==> src/rtl/fp32_pkg.sv <==
// Shared FP32 arithmetic constants and FSM state type.
// Used by the divider and multiplier datapaths.
package fp32_pkg;
  localparam int BIAS   = 127;
  localparam int EXP_W  = 8;
  localparam int MANT_W = 23;

  localparam logic [31:0] QNAN    = 32'h7FC0_0000;
  localparam logic [31:0] POS_INF = 32'h7F80_0000;

  typedef enum logic [1:0] {
    IDLE,
    DIV,
    NORM,
    DONE
  } state_t;
endpackage

==> src/rtl/fp32_classify.sv <==
// Combinational FP32 operand classifier (zero/inf/nan).
// Ports: x word in; is_zero, is_inf, is_nan out. Exp 0 => zero.
module fp32_classify (
  input  logic [31:0] x,
  output logic        is_zero,
  output logic        is_inf,
  output logic        is_nan
);
  logic unused_sign;

  assign unused_sign = x[31];
  assign is_zero = (x[30:23] == 8'h00);
  assign is_inf  = (x[30:23] == 8'hFF) && (x[22:0] == 23'd0);
  assign is_nan  = (x[30:23] == 8'hFF) && (x[22:0] != 23'd0);
endmodule

==> src/rtl/fp32_divider.sv <==
// Iterative radix-2 restoring FP32 divider, truncating, 26-cycle latency.
// Ports: clk, rst (sync active-low), a/b/in_valid/in_ready in side,
// q/div_by_zero/out_valid/out_ready out side.
// Macro FP_DIV_SPECIAL_EN enables special operand and range handling.
module fp32_divider
  import fp32_pkg::*;
(
  input  logic        clk,
  input  logic        rst,
  input  logic [31:0] a,
  input  logic [31:0] b,
  input  logic        in_valid,
  output logic        in_ready,
  output logic [31:0] q,
  output logic        div_by_zero,
  output logic        out_valid,
  input  logic        out_ready
);
  state_t state_q, state_d;
  logic [4:0]  cnt_q, cnt_d;
  logic        sign_q, sign_d;
  logic signed [9:0] e_q, e_d;
  logic [24:0] r_q, r_d;
  logic [23:0] mb_q, mb_d;
  logic [24:0] qm_q, qm_d;
  logic [31:0] res_q, res_d;
  logic        dbz_q, dbz_d;

  logic        ge;
  logic [24:0] rem;
  logic [22:0] mant;
  logic signed [9:0] exp;
  logic [31:0] norm_res;
  logic        norm_dbz;

  assign ge   = r_q >= {1'b0, mb_q};
  assign rem  = ge ? (r_q - {1'b0, mb_q}) : r_q;
  assign mant = qm_q[24] ? qm_q[23:1] : qm_q[22:0];
  assign exp  = qm_q[24] ? e_q : e_q - 10'sd1;

`ifdef FP_DIV_SPECIAL_EN
  logic a_zero, a_inf, a_nan;
  logic b_zero, b_inf, b_nan;
  logic sp_hit_q, sp_hit_d, cls_hit;
  logic sp_dbz_q, sp_dbz_d, cls_dbz;
  logic [31:0] sp_val_q, sp_val_d, cls_val;
  logic s_in;

  fp32_classify u_cls_a (
    .x(a), .is_zero(a_zero), .is_inf(a_inf), .is_nan(a_nan)
  );
  fp32_classify u_cls_b (
    .x(b), .is_zero(b_zero), .is_inf(b_inf), .is_nan(b_nan)
  );

  assign s_in = a[31] ^ b[31];

  always_comb begin
    cls_hit = 1'b1;
    cls_dbz = 1'b0;
    cls_val = {s_in, 31'd0};
    if (a_nan || b_nan || (a_zero && b_zero) || (a_inf && b_inf))
      cls_val = QNAN;
    else if (a_inf)
      cls_val = {s_in, POS_INF[30:0]};
    else if (b_inf || a_zero)
      cls_val = {s_in, 31'd0};
    else if (b_zero) begin
      cls_val = {s_in, POS_INF[30:0]};
      cls_dbz = 1'b1;
    end else
      cls_hit = 1'b0;
  end

  always_comb begin
    norm_res = {sign_q, exp[7:0], mant};
    norm_dbz = 1'b0;
    if (sp_hit_q) begin
      norm_res = sp_val_q;
      norm_dbz = sp_dbz_q;
    end else if (exp >= 10'sd255)
      norm_res = {sign_q, POS_INF[30:0]};
    else if (exp <= 10'sd0)
      norm_res = {sign_q, 31'd0};
  end
`else
  logic unused_exp;

  // Raw fields: exponent wraps mod 256.
  assign unused_exp = ^exp[9:8];
  assign norm_res   = {sign_q, exp[7:0], mant};
  assign norm_dbz   = 1'b0;
`endif

  always_comb begin
    state_d = state_q;
    cnt_d   = cnt_q;
    sign_d  = sign_q;
    e_d     = e_q;
    r_d     = r_q;
    mb_d    = mb_q;
    qm_d    = qm_q;
    res_d   = res_q;
    dbz_d   = dbz_q;
`ifdef FP_DIV_SPECIAL_EN
    sp_hit_d = sp_hit_q;
    sp_dbz_d = sp_dbz_q;
    sp_val_d = sp_val_q;
`endif
    unique case (state_q)
      IDLE: begin
        if (in_valid) begin
          sign_d  = a[31] ^ b[31];
          e_d     = $signed({2'b00, a[30:23]})
                  - $signed({2'b00, b[30:23]})
                  + $signed(10'(BIAS));
          r_d     = {2'b01, a[22:0]};
          mb_d    = {1'b1, b[22:0]};
          qm_d    = '0;
          cnt_d   = 5'd24;
          state_d = DIV;
`ifdef FP_DIV_SPECIAL_EN
          sp_hit_d = cls_hit;
          sp_dbz_d = cls_dbz;
          sp_val_d = cls_val;
`endif
        end
      end
      DIV: begin
        // Quotient bits shift in MSB-first; bit 24 lands on top.
        qm_d  = {qm_q[23:0], ge};
        r_d   = {rem[23:0], 1'b0};
        cnt_d = cnt_q - 5'd1;
        if (cnt_q == 5'd0)
          state_d = NORM;
      end
      NORM: begin
        res_d   = norm_res;
        dbz_d   = norm_dbz;
        state_d = DONE;
      end
      DONE: begin
        if (out_ready)
          state_d = IDLE;
      end
      default: state_d = IDLE;
    endcase
  end

  always_ff @(posedge clk) begin
    if (!rst) begin
      state_q <= IDLE;
      cnt_q   <= '0;
      sign_q  <= 1'b0;
      e_q     <= '0;
      r_q     <= '0;
      mb_q    <= '0;
      qm_q    <= '0;
      res_q   <= '0;
      dbz_q   <= 1'b0;
`ifdef FP_DIV_SPECIAL_EN
      sp_hit_q <= 1'b0;
      sp_dbz_q <= 1'b0;
      sp_val_q <= '0;
`endif
    end else begin
      state_q <= state_d;
      cnt_q   <= cnt_d;
      sign_q  <= sign_d;
      e_q     <= e_d;
      r_q     <= r_d;
      mb_q    <= mb_d;
      qm_q    <= qm_d;
      res_q   <= res_d;
      dbz_q   <= dbz_d;
`ifdef FP_DIV_SPECIAL_EN
      sp_hit_q <= sp_hit_d;
      sp_dbz_q <= sp_dbz_d;
      sp_val_q <= sp_val_d;
`endif
    end
  end

  assign in_ready    = (state_q == IDLE);
  assign out_valid   = (state_q == DONE);
  assign q           = res_q;
  assign div_by_zero = dbz_q;
endmodule

==> config.mk <==
export PLATFORM = sky130hd
export DESIGN_NAME = fp32_divider
export DESIGN_NICKNAME = d
export VERILOG_FILES = /design/src/rtl/fp32_pkg.sv /design/src/rtl/fp32_classify.sv /design/src/rtl/fp32_divider.sv
export SDC_FILE = /design/constraint.sdc
export NUM_CORES = 1
export LEC_CHECK = 0
export ABC_AREA = 1
export CAP_MARGIN = 20
export CELL_PAD_IN_SITES_DETAIL_PLACEMENT = 1
export CELL_PAD_IN_SITES_GLOBAL_PLACEMENT = 1
export CORE_ASPECT_RATIO = 0.9
export CORE_MARGIN = 4
export CORE_UTILIZATION = 30
export DETAILED_ROUTE_END_ITERATION = 12
export HOLD_SLACK_MARGIN = 0.08
export PLACE_DENSITY_LB_ADDON = 0.1
export SYNTH_ARGS = -nofsm -noshare
export SYNTH_HDL_FRONTEND = slang
export SYNTH_SLANG_ARGS = --single-unit
==> constraint.sdc <==
create_clock -name clk -period 3 [get_ports clk]
set_clock_uncertainty 0.1 [all_clocks]
set_input_delay 0.6 -clock clk [delete_from_list [all_inputs] [get_ports clk]]
set_output_delay 0.6 -clock clk [all_outputs]
set_load 0.005 [all_outputs]
# --- Word level (Yosys, flattened, before mapping) ---
# Index checks and enable logic that the tools add are counted.
totals:
  regBits: 122
  input_bits: 68
  out_inout_bits: 35
  word_cells: 40
op_classes:
  n_addsub: 5
  magnitude_cmp: 1
  n_eq_ne: 6
  mux: 13
  n_bitwise: 1
  n_reduce_logical: 6
ops:
  columns: ["operator", "count"]
  rows:
  - ["$pmux 25 s2", 2]
  - ["$mux 25", 2]
  - ["$ge 25x24->1", 1]
  - ["$mux 24", 1]
  - ["$sub 24x24->24", 1]
  - ["$mux 23", 1]
  - ["$pmux 5 s2", 1]
  - ["$add 8x8->8 const B", 1]
  - ["$mux 8", 1]
  - ["$pmux 2 s4", 1]
  - ["$sub 8x2->8 const B", 1]
  - ["$sub 8x8->8", 1]
  - ["$mux 2", 3]
  - ["$logic_not 5->1", 1]
  - ["$mux 5", 1]
  - ["$sub 5x1->5 const B", 1]
  - ["$eq 2x2->1 const B", 2]
  - ["$ne 2x2->1 const B", 2]
  - ["$reduce_and 2->1", 2]
  - ["$reduce_and 3->1", 1]
  - ["$eq 2x1->1 const B", 1]
  - ["$logic_not 2->1", 1]
  - ["$ne 2x1->1 const B", 1]
  - ["$reduce_bool 2->1", 1]
  - ["$xor 1x1->1", 1]

# --- Depth between registers and ports, before layout ---
# Gate-level depths: netlist of run 1.
logic_depth:
  ltp_word: 3
  ltp_mapped: 15
  depth_no_buf: 15

# --- Least setup slack after synthesis of run 1 ---
# Ideal clock, no wire load.
synth_timing:
  kind: "input-to-reg"
  start: "input b[24]"
  end: "register e_q[7]"
  setup_ns: 0.115
  t_arrival_ns: 2.133
  t_required_ns: 2.785
  path_slack_ns: 0.652
  cell_stages: 12
  n_path_buf: 0
  cell_sequence: "inv_1 -> ha_1 -> ha_1 -> fa_1 -> nand3_1 -> nand2_1 -> nand2_1 -> nand2_1 -> a21oi_1 -> xor2_1 -> o21ai_0 -> inv_1"
synth_via:
  elab_chain_len: 2
synth_rtl:
  columns: ["item", "line", "rtl"]
  rows:
  - ["start: declaration", "fp32_divider.sv:11", "input logic [31:0] b,"]
  - ["$sub 8x8->8", "fp32_divider.sv:115", "- $signed({2'b00, b[30:23]})"]
  - ["$add 8x8->8", "fp32_divider.sv:116", "+ $signed(10'(BIAS));"]
  - ["end signal: assignment", "fp32_divider.sv:155", "e_q <= '0;"]
  - ["end signal: assignment", "fp32_divider.sv:170", "e_q <= e_d;"]
  - ["end: declaration", "fp32_divider.sv:22", "logic signed [9:0] e_q, e_d;"]
# Every way passes these cells.
# A chain may end at the register's enable or synchronous reset.

# --- Worst setup path after layout of run 1 ---
# Ends and elaborated chain as after synthesis.

==> out/results.ini, run 1 <==
[outcome]
status=finished, final reports clean

[worst_setup_path]
cp-end-kind=flop
required_ns=3.21
path_class=input pin to flop
cp-start-kind=input pin
critPathArrivalTime_ns=2.70
worstRegToRegCells=12
ff2ff_setup_slack_ns=0.57
path_max_fanout=2

[cells_and_area]
drive_above_1_share_pct=6.131
final-seq-area_um2=2442
fin_cells=1515
final_cell_area_um2=9301
antenna_cells=0
area_delta_synth_final_pct=25.68
nets=1308
nFillCells=3070
multi_input_area_um2=3989

[place]
numPortBuffers=101
dp.cells=1483
globalplace.congestion=0.8191
placed_cell_area_um2=8721
dpl.hpwl_mm=16.86

[drt]
drc=0
viasPerCell=4.803
firstDrtPassIters=4
via_count=7277
routedWlPerCell_um=15.74
drt_wl_total_mm=23.84
drtIter0Drc=287
drtAntennaViolNets=0

[worst_hold_path]
hold_path_class=flop to flop
hold_path_depth=2

[synthesis]
syn_nets=1223
yosysTopAreaCell=dfxtp_1
yosysTopAreaCellShare_pct=33.00
syn-cell-area_um2=7401
synth_area_leaders=dfxtp_1 33%, nand2_1 12%, inv_1 9.7%, a21oi_1 9.1%, ha_1 7.4%
synth_async_sr_flop_share_pct=0
yosys_warnings=0
synth_edf_count=0
avgSynthCellArea_um2=6.673
yosysUniqueCellTypes=40
ys_seq_area_share_pct=33.00
synth-seq-cells=122
synth_ff_type=dfxtp_1
synthCells=1109

[die]
die_height_um=157.0
coreArea_um2=24260
rows=54
io_pins=103
die_x_um=173.6
start_util_pct=30.51
fp.dieArea_um2=27250

[pwr]
leakage_nw=4.199
ir_drop_v=0.0004949
power_mw=11.00
p_per_area_nw_per_um2=1183

[timing]
finalCritPeriodShare_pct=83.05
timing.max_slew.rel_slack_pct=39.56
rsz0062_at_grt=no
setup_viol=0
setup_tns_ns=0
worstMarginPinSlew_ns=0.9066
hold_viol=0
hold-worst-slack_ns=0.3649
fmax_ghz=0.4014
slew_viol_final=0
period_needed_ns=2.492

[clock_tree]
clock_sinks=122
clock_path_buffers=2
cts-buffers-inserted=17
h-tree-depth=4
clkLatencyLatePin_ns=0.43
cts_setup_buffers=0
root_buffer=clkbuf_16
cts_resized=0
hold_buffers=0
clkTransAtPathRegs_ns=0.07
tritoncts=yes

[grt]
grt_pass1_wl_mm=39.41
met3_usage_pct=3.578
gr-usage-met2_pct=28.49
grt_overflow=0
use_met1_pct=25.00
grt_pass1_vias=7557
busiest_layer=met2
antenna_found_initial=0
grt_max_degree=88
globalRouteTotalUtil_pct=17.78

[job]
maxCapViolCount=0

==> routing by layer <==
layer | share of wire, % | vias to the layer above | wire length, um
li1 | - | 3772 | -
met4 | 0.70 | 0 | 167
met1 | 53 | 3399 | 12530
met2 | 43 | 95 | 10220
met5 | 0 | - | 0
met3 | 3.9 | 11 | 927
==> power breakdown <==
part / switching (mW) / internal [mW] / leakage [nW] / total (mW)
registers: 0.266 / 2.07 / 1.00 / 2.33
clock network: 0.898 / 1.17 / 0.280 / 2.07
logic: 4.26 / 2.34 / 2.92 / 6.60
==> registers in the layout (all words and copies together) (netlist names) <==
signal   count
cnt_q        5
sign_q       1
mb_q        24
state_q      2
q           32
r_q         25
qm_q        25
e_q          8
==> cells in the mapped netlist (2+ instances only) <==
library cell,number
nand2_2,4
xnor2_1,10
o21bai_1,2
buf_6,2
clkinv_1,2
dfxtp_1,122
o221ai_1,2
fa_1,2
buf_1,2
and2_1,2
inv_2,5
nand3_1,71
xor2_1,10
inv_1,191
nor2_2,3
o22ai_1,2
nand3_2,2
nor2_4,2
nor2_1,47
a21oi_1,135
nor3_1,6
o211ai_1,37
nand2_1,233
nand4_1,28
clkbuf_1,38
buf_2,11
ha_1,44
o21ai_0,81
a31oi_1,2
==> critical path, cell delays in order <==
cell and delay (ns):
clkdlybuf4s50_1 0.45, inv_1 0.04, ha_1 0.27, ha_1 0.22
fa_1 0.41, nand3_1 0.10, nand2_1 0.08, nand2_1 0.06
nand2_1 0.05, a21oi_1 0.14, xor2_1 0.08, o21ai_0 0.14
inv_1 0.05
==> placed cells by master (no fill, tap or decap), drive strengths merged, types with 6 or more instances in the layout <==
cell | Yosys | layout
o211ai | 37 | 37
xnor2 | 10 | 10
ha | 44 | 44
o21ai | 82 | 82
nor2 | 52 | 52
nand4 | 28 | 28
clkdlybuf4s50 | 0 | 100
nand2 | 237 | 237
inv | 196 | 204
buf | 16 | 20
clkinv | 2 | 6
nand3 | 74 | 74
xor2 | 10 | 10
clkbuf | 38 | 17
dfxtp | 122 | 122
nor3 | 7 | 7
a21oi | 136 | 136
==> through the flow <==
step                      setup WS, ns  util [%]
final                           0.5085     38.35
after global routing            0.2868     38.35
after CTS                       0.5063     38.35
after detailed placement       0.06247     35.95
after global placement         0.07547     35.95
after floorplan                 0.6518         -
==> path summary, 6_finish.rpt <==
| check | startpoint | endpoint |
|---|---|---|
| setup / recovery | b[24] | e_q[7]$_SDFFE_PN0P_ |
| setup reg to reg | mb_q[19]$_SDFFE_PN0P_ | r_q[20]$_SDFFE_PN0P_ |
| hold reg to reg | mb_q[12]$_SDFFE_PN0P_ | mb_q[12]$_SDFFE_PN0P_ |
| hold / removal | mb_q[12]$_SDFFE_PN0P_ | mb_q[12]$_SDFFE_PN0P_ |
==> logic make-up (layout without fill, tap and decap cells) <==
family | count (synthesis) | after routing | share of synthesized area, %
simple gates | 403 | 403 | 23.75
compound gates | 265 | 265 | 19.63
xor+xnor | 20 | 20 | 2.367
flops | 122 | 122 | 33.00
buf+inv | 252 | 350 | 13.22
other cells | 1 | 1 | 0.05067
fa+ha+maj | 46 | 46 | 7.980
==> cell type report <==
| class | count | area share [%] |
|---|---|---|
| tap | 308 | 4.143 |
| timing repair buffer | 120 | 12.48 |
| clock buffer | 17 | 4.574 |
| sequential | 122 | 26.26 |
| multi-input combinational | 735 | 42.88 |
| inverter | 198 | 7.990 |
| clock inverter | 15 | 1.668 |
Note: power is estimated with default switching activity, not from simulation.
==> inputs of run 2 (changes only) <==
==> constraint.sdc (replaced) <==
create_clock -name clk -period 2.3 [get_ports clk]
set_clock_uncertainty 0.1 [all_clocks]
set_input_delay 0.46 -clock clk [delete_from_list [all_inputs] [get_ports clk]]
set_output_delay 0.46 -clock clk [all_outputs]
set_load 0.005 [all_outputs]
==> run 2 against run 1 <==
Flip-flop and latch count did not move; register-to-register slack got worse by 0.42 ns; clock-buffer cell count did not move; via count rose by 3.3%; routed wire length rose by 2.8%; clock power rose by 37%; sequential share of layout area fell by 1.8 points; setup slack got worse by 0.42 ns; critical endpoint unchanged.
==> out/results.ini, run 2 (synthesis results as in run 1) <==
[worst_setup_path]
required_ns=2.51  ; -0.70 ns
cp-end-kind=flop
reg2reg_from=r_q[0]$_SDFFE_PN0P_
worstRegToRegCells=13  ; +1
crit_chain=clkdlybuf4s50_1 -> ha_4 -> ha_4 -> fa_2 -> nand3_1 -> nand2_1 -> nand2_1 -> nand2_1 -> a21oi_2 -> xor2_1 -> o21ai_1 -> inv_1
crit_slowest_cell=clkdlybuf4s50_1
ff2ff_setup_slack_ns=0.15  ; -0.42 ns
critPathArrivalTime_ns=2.43  ; -0.27 ns
cp_top_family=adder cells
cp_common_cell=nand2_1
path_class=input pin to flop
cp-start-kind=input pin
critical_path.startpoint=a[24]
path_max_fanout=2  ; unchanged
worst-path-buf-inv=2  ; -1
r2r_end=r_q[17]$_SDFFE_PN0P_
cpPeakStageDelay_ns=0.52  ; +0.07 ns

[clock_tree]
clkTransAtPathRegs_ns=0.06  ; about the same
cts-buffers-inserted=17  ; unchanged
tritoncts=yes
h-tree-depth=4  ; unchanged
clock_path_buffers=2  ; unchanged
clkLatencyLatePin_ns=0.42  ; about the same
clock_sinks=122  ; unchanged
root_buffer=clkbuf_16

[die]
die_x_um=173.6  ; unchanged
coreArea_um2=24260  ; unchanged
fp.dieArea_um2=27250  ; unchanged
rows=54  ; unchanged
die_height_um=157.0  ; unchanged
io_pins=103  ; unchanged
start_util_pct=30.51  ; unchanged

[cells_and_area]
drive_above_1_share_pct=13.57  ; +7.4 points
nets=1339  ; +2.4%
layout_commonest_cell=nand2_1
area_delta_synth_final_pct=35.33
antenna_cells=0  ; unchanged
layout_common_cells=220 x nand2_1, 185 x inv_1, 132 x a21oi_1, 114 x dfxtp_1, 100 x clkdlybuf4s50_1
largest_reg_flops=32  ; unchanged
nFillCells=3048  ; -0.72%

[job]
maxCapViolCount=0  ; unchanged

[timing]
finalCritPeriodShare_pct=96.23
period_needed_ns=2.213
fmax_ghz=0.4518
rsz0062_at_grt=yes
setup_slack_ns=0.08677  ; -0.4217 ns
setup_viol=0  ; unchanged
slew_viol_final=0  ; unchanged
hold_viol=0  ; unchanged

[worst_hold_path]
hold_path_class=input pin to flop
worstHoldEndpoint=cnt_q[3]$_SDFFE_PN0P_
hold_path_depth=3  ; +1
hp-start=rst

[grt]
grt_max_degree=61  ; -31%
globalRouteTotalUtil_pct=18.05  ; +0.27 points
grt_pass1_vias=7674  ; +1.5%
grt_pass1_wl_mm=40.08  ; +1.7%
antenna_found_initial=0  ; unchanged
grt_overflow=0  ; unchanged

[place]
numPortBuffers=101  ; unchanged
dpl.hpwl_mm=17.56  ; +4.1%
globalplace.congestion=0.8180  ; -0.13%
place_ws_ns=-0.5073  ; -0.5698 ns

[drt]
drt_wl_total_mm=24.51  ; +2.8%
drc=0  ; unchanged
viasPerCell=4.860  ; +1.2%
firstDrtPassIters=4  ; unchanged
drtAntennaViolNets=0  ; unchanged
routedWlPerCell_um=15.86  ; +0.75%
drtIter0Drc=238  ; -17%
via_count=7514  ; +3.3%

[pwr]
p_per_area_nw_per_um2=1612  ; +36%
power_mw=16.15  ; +47%
ir_drop_v=0.0006298  ; +27%
leakage_nw=4.430  ; +5.5%

[outcome]
status=finished, final reports clean

## run 2: per-layer routing
metal | wire length [um] | share of wire (%) | GRT usage, %
met1 | 12350 | 50 | 25.58
met2 | 10960 | 45 | 28.88
met3 | 1037 | 4.2 | 3.410
met4 | 170 | 0.69 | 3.647
met5 | 0 | 0 | 0
## run 2: repair_timing
| action | 4_1_cts | 5_1_grt |
|---|---|---|
| endpoints found under the setup margin | 2 | 29 |
| hold endpoints to repair | 0 | 0 |
| buffers inserted | 0 | 3 |
| hold buffers | 0 | 0 |
| pin swaps | 0 | 11 |
| gates resized for setup | 3 | 82 |
## run 2: where the power goes
part / internal, mW / switching [mW] / leakage [nW]
registers: 2.71 / 0.423 / 1.00
clock network: 1.64 / 1.20 / 0.292
logic: 4.18 / 5.99 / 3.13
total: 8.53 / 7.61 / 4.43
## run 2: layout make-up
cell class | instances | area [um2] | share of cell area (%)
Multi-Input combinational cell | 735 | 4345 | 43.39
Sequential cell | 122 | 2452 | 24.48
Clock buffer | 17 | 425.4 | 4.247
Inverter | 198 | 743.2 | 7.420
Timing Repair Buffer | 151 | 1480 | 14.78
Clock inverter | 15 | 183.9 | 1.836
Tap cell | 308 | 385.4 | 3.848
## run 2: worst register-to-register path: cells and delay by family, from the launching register on
kind            cells  cell delay, ns
simple gates        8            0.90
compound gates      1            0.13
flops               1            0.31
buf+inv             2            0.13
fa+ha+maj           2            0.52
## run 2: how the worst max path moves through the flow
stage / slack [ns] / end / depth (start not counted)
global placement: -0.46 / e_q[7]$_SDFFE_PN0P_ / 13
floorplan: 0.09 / e_q[7]$_SDFFE_PN0P_ / 12
finish: 0.09 / e_q[7]$_SDFFE_PN0P_ / 12
detailed placement: -0.51 / e_q[7]$_SDFFE_PN0P_ / 13
CTS: 0.001 / e_q[7]$_SDFFE_PN0P_ / 13
global route: -0.01 / r_q[15]$_SDFFE_PN0P_ / 12
## run 2: metrics by stage
stage | hold slack (ns) | util (%) | TNS (ns) | area (um2) | cells
floorplan | 0.3223 | - | 0 | 7401 | 1109
global placement | 0.3352 | 37.13 | -1.427 | 9006 | 1511
detailed placement | 0.3521 | 37.13 | -1.617 | 9006 | 1511
CTS | 0.3252 | 39.68 | 0 | 9624 | 1543
global route | 0.3572 | 41.29 | -0.02913 | 10020 | 1546
finish | 0.3347 | 41.29 | 0 | 10020 | 1546
==> inputs of run 3 (changes only) <==
--- a/config.mk
+++ b/config.mk
@@ -9,7 +9,6 @@
 export CAP_MARGIN = 20
 export CELL_PAD_IN_SITES_DETAIL_PLACEMENT = 1
 export CELL_PAD_IN_SITES_GLOBAL_PLACEMENT = 1
-export CORE_ASPECT_RATIO = 0.9
 export CORE_MARGIN = 4
 export CORE_UTILIZATION = 30
 export DETAILED_ROUTE_END_ITERATION = 12
==> run 3 against run 2 <==
Worst hold slack lost 0.085 ns; clock power decreased by 2%; clock-buffer cell count did not move; largest cell class unchanged; combinational power is 5% lower; largest power group unchanged; routed wire length decreased by 2.7%; critical endpoint is now in_ready.
==> out/results.ini, run 3 (synthesis results as in run 1) <==
[outcome]
status=finished, final reports clean

[timing]
timing.max_slew.rel_slack_pct=57.38
worstMarginPinSlew_ns=0.6386
period_needed_ns=2.207  ; -0.006626 ns
fmax_ghz=0.4532  ; +0.30%
hold_viol=0  ; unchanged
finalCritPeriodShare_pct=95.94  ; -0.29 points
rsz0062_at_grt=no
slew_viol_final=0  ; unchanged
setup_viol=0  ; unchanged

[cells_and_area]
nFillCells=3037  ; -0.36%
area_delta_synth_final_pct=33.88
final-seq-area_um2=2442  ; -0.41%
multi_input_area_um2=4274  ; -1.6%
layout_common_cells=221 x nand2_1, 191 x inv_1, 129 x a21oi_1, 122 x dfxtp_1, 100 x clkdlybuf4s50_1
layout_commonest_cell=nand2_1
final_util_pct=40.74  ; -0.55 points
drive_above_1_share_pct=12.21  ; -1.4 points
nets=1338  ; -0.075%
largest_reg_flops=32  ; unchanged

[grt]
antenna_found_initial=0  ; unchanged
grt_pass1_vias=7926  ; +3.3%
grt_pass1_wl_mm=39.78  ; -0.74%
globalRouteTotalUtil_pct=18.25  ; +0.21 points
grt_overflow=0  ; unchanged
grt_max_degree=82  ; +34%

[worst_setup_path]
required_ns=1.74  ; -0.77 ns
path_class=flop to primary output
critPathArrivalTime_ns=1.65  ; -0.78 ns
r2r_end=r_q[23]$_SDFFE_PN0P_
crit_end=in_ready
worstRegToRegCells=15  ; +2
cp-start-kind=flop
ff2ff_setup_slack_ns=0.17  ; +0.02 ns
critical_path.startpoint=state_q[0]$_SDFFE_PN0P_
cp-end-kind=primary output
reg2reg_from=r_q[0]$_SDFFE_PN0P_
path_max_fanout=4  ; +2

[drt]
firstDrtPassIters=4  ; unchanged
drtIter0Drc=287  ; +21%
routedWlPerCell_um=15.27  ; -3.7%
drc=0  ; unchanged
via_count=7472  ; -0.56%
drt_wl_total_mm=23.85  ; -2.7%
viasPerCell=4.784  ; -1.6%
drtAntennaViolNets=0  ; unchanged

[worst_hold_path]
hold_path_depth=3  ; unchanged
hold_path_class=input pin to flop

[die]
io_pins=103  ; unchanged
coreArea_um2=24320  ; +0.26%
fp.dieArea_um2=27250  ; about the same
rows=57  ; +5.6%
die_height_um=165.1  ; +5.1%
start_util_pct=30.43  ; -0.080 points
die_x_um=165.1  ; -4.9%

[pwr]
p_per_area_nw_per_um2=1569  ; -2.7%
power_mw=15.54  ; -3.7%
ir_drop_v=0.0005693  ; -9.6%
leakage_nw=4.382  ; -1.1%

[clock_tree]
hold_buffers=0  ; unchanged
cts-buffers-inserted=17  ; unchanged
root_buffer=clkbuf_16
tritoncts=yes
clkLatencyLatePin_ns=0.43  ; about the same
h-tree-depth=4  ; unchanged
clock_path_buffers=2  ; unchanged
clkTransAtPathRegs_ns=0.06  ; about the same
clock_sinks=122  ; unchanged

[place]
dpl.hpwl_mm=17.06  ; -2.9%
numPortBuffers=101  ; unchanged
globalplace.congestion=0.8408  ; +2.8%

[job]
maxCapViolCount=0  ; unchanged

==> run 3: report_power, final <==
part | total (mW) | switching, mW | internal [mW]
clock | 2.78 | 1.23 | 1.55
sequential | 3.09 | 0.395 | 2.70
combinational | 9.67 | 5.73 | 3.94
total | 15.5 | 7.36 | 8.19
==> run 3: worst max-delay path: stages (launching register included) <==
cell	delay, ns
dfxtp_1	0.34
inv_1	0.10
ha_1	0.23
clkdlybuf4s50_1	0.55
==> run 3: timing repair <==
item                                    CTS  global route
pin swaps                                 0             6
endpoints found under the setup margin    1            28
buffers inserted                          0             1
hold endpoints to repair                  0             0
gates resized for setup                   1            60
==> run 3: per-layer routing <==
layer | up-vias | global-route usage (%) | routed length, um
li1 | 3840 | - | -
met1 | 3519 | 22.13 | 10910
met2 | 85 | 32.61 | 11840
met3 | 28 | 3.574 | 748
met4 | 0 | 5.444 | 353
met5 | - | 0 | 0
==> run 3: how the worst min path moves through the flow <==
stage | startpoint | to | slack [ns]
after detailed placement | cnt_q[0]$_SDFFE_PN0P_ | cnt_q[0]$_SDFFE_PN0P_ | 0.35
after global routing | rst | mb_q[2]$_SDFFE_PN0P_ | 0.25
after global placement | cnt_q[0]$_SDFFE_PN0P_ | cnt_q[0]$_SDFFE_PN0P_ | 0.34
final | rst | mb_q[2]$_SDFFE_PN0P_ | 0.25
after CTS | rst | mb_q[2]$_SDFFE_PN0P_ | 0.23
after floorplan | cnt_q[0]$_SDFFE_PN0P_ | cnt_q[0]$_SDFFE_PN0P_ | 0.32
==> run 3: cell type report <==
class | count | share of cell area [%]
Multi-Input combinational cell | 735 | 43.14
Sequential cell | 122 | 24.65
Timing Repair Buffer | 150 | 14.61
Inverter | 198 | 7.501
Clock buffer | 17 | 4.293
Tap cell | 324 | 4.091
Clock inverter | 15 | 1.692
Antenna cell | 1 | 0.02526
==> run 3: metrics by stage <==
step / setup TNS (ns) / worst slack, ns / instances / hold slack (ns) / cell area (um2)
6_report: 0 / 0.09340 / 1562 / 0.2500 / 9908
2_1_floorplan: 0 / 0.09182 / 1109 / 0.3223 / 7401
3_3_place_gp: -1.449 / -0.4492 / 1528 / 0.3389 / 9005
5_1_grt: 0 / 0.001839 / 1561 / 0.2548 / 9906
3_5_place_dp: -1.635 / -0.4540 / 1528 / 0.3488 / 9005
4_1_cts: 0 / 0.03818 / 1560 / 0.2303 / 9600
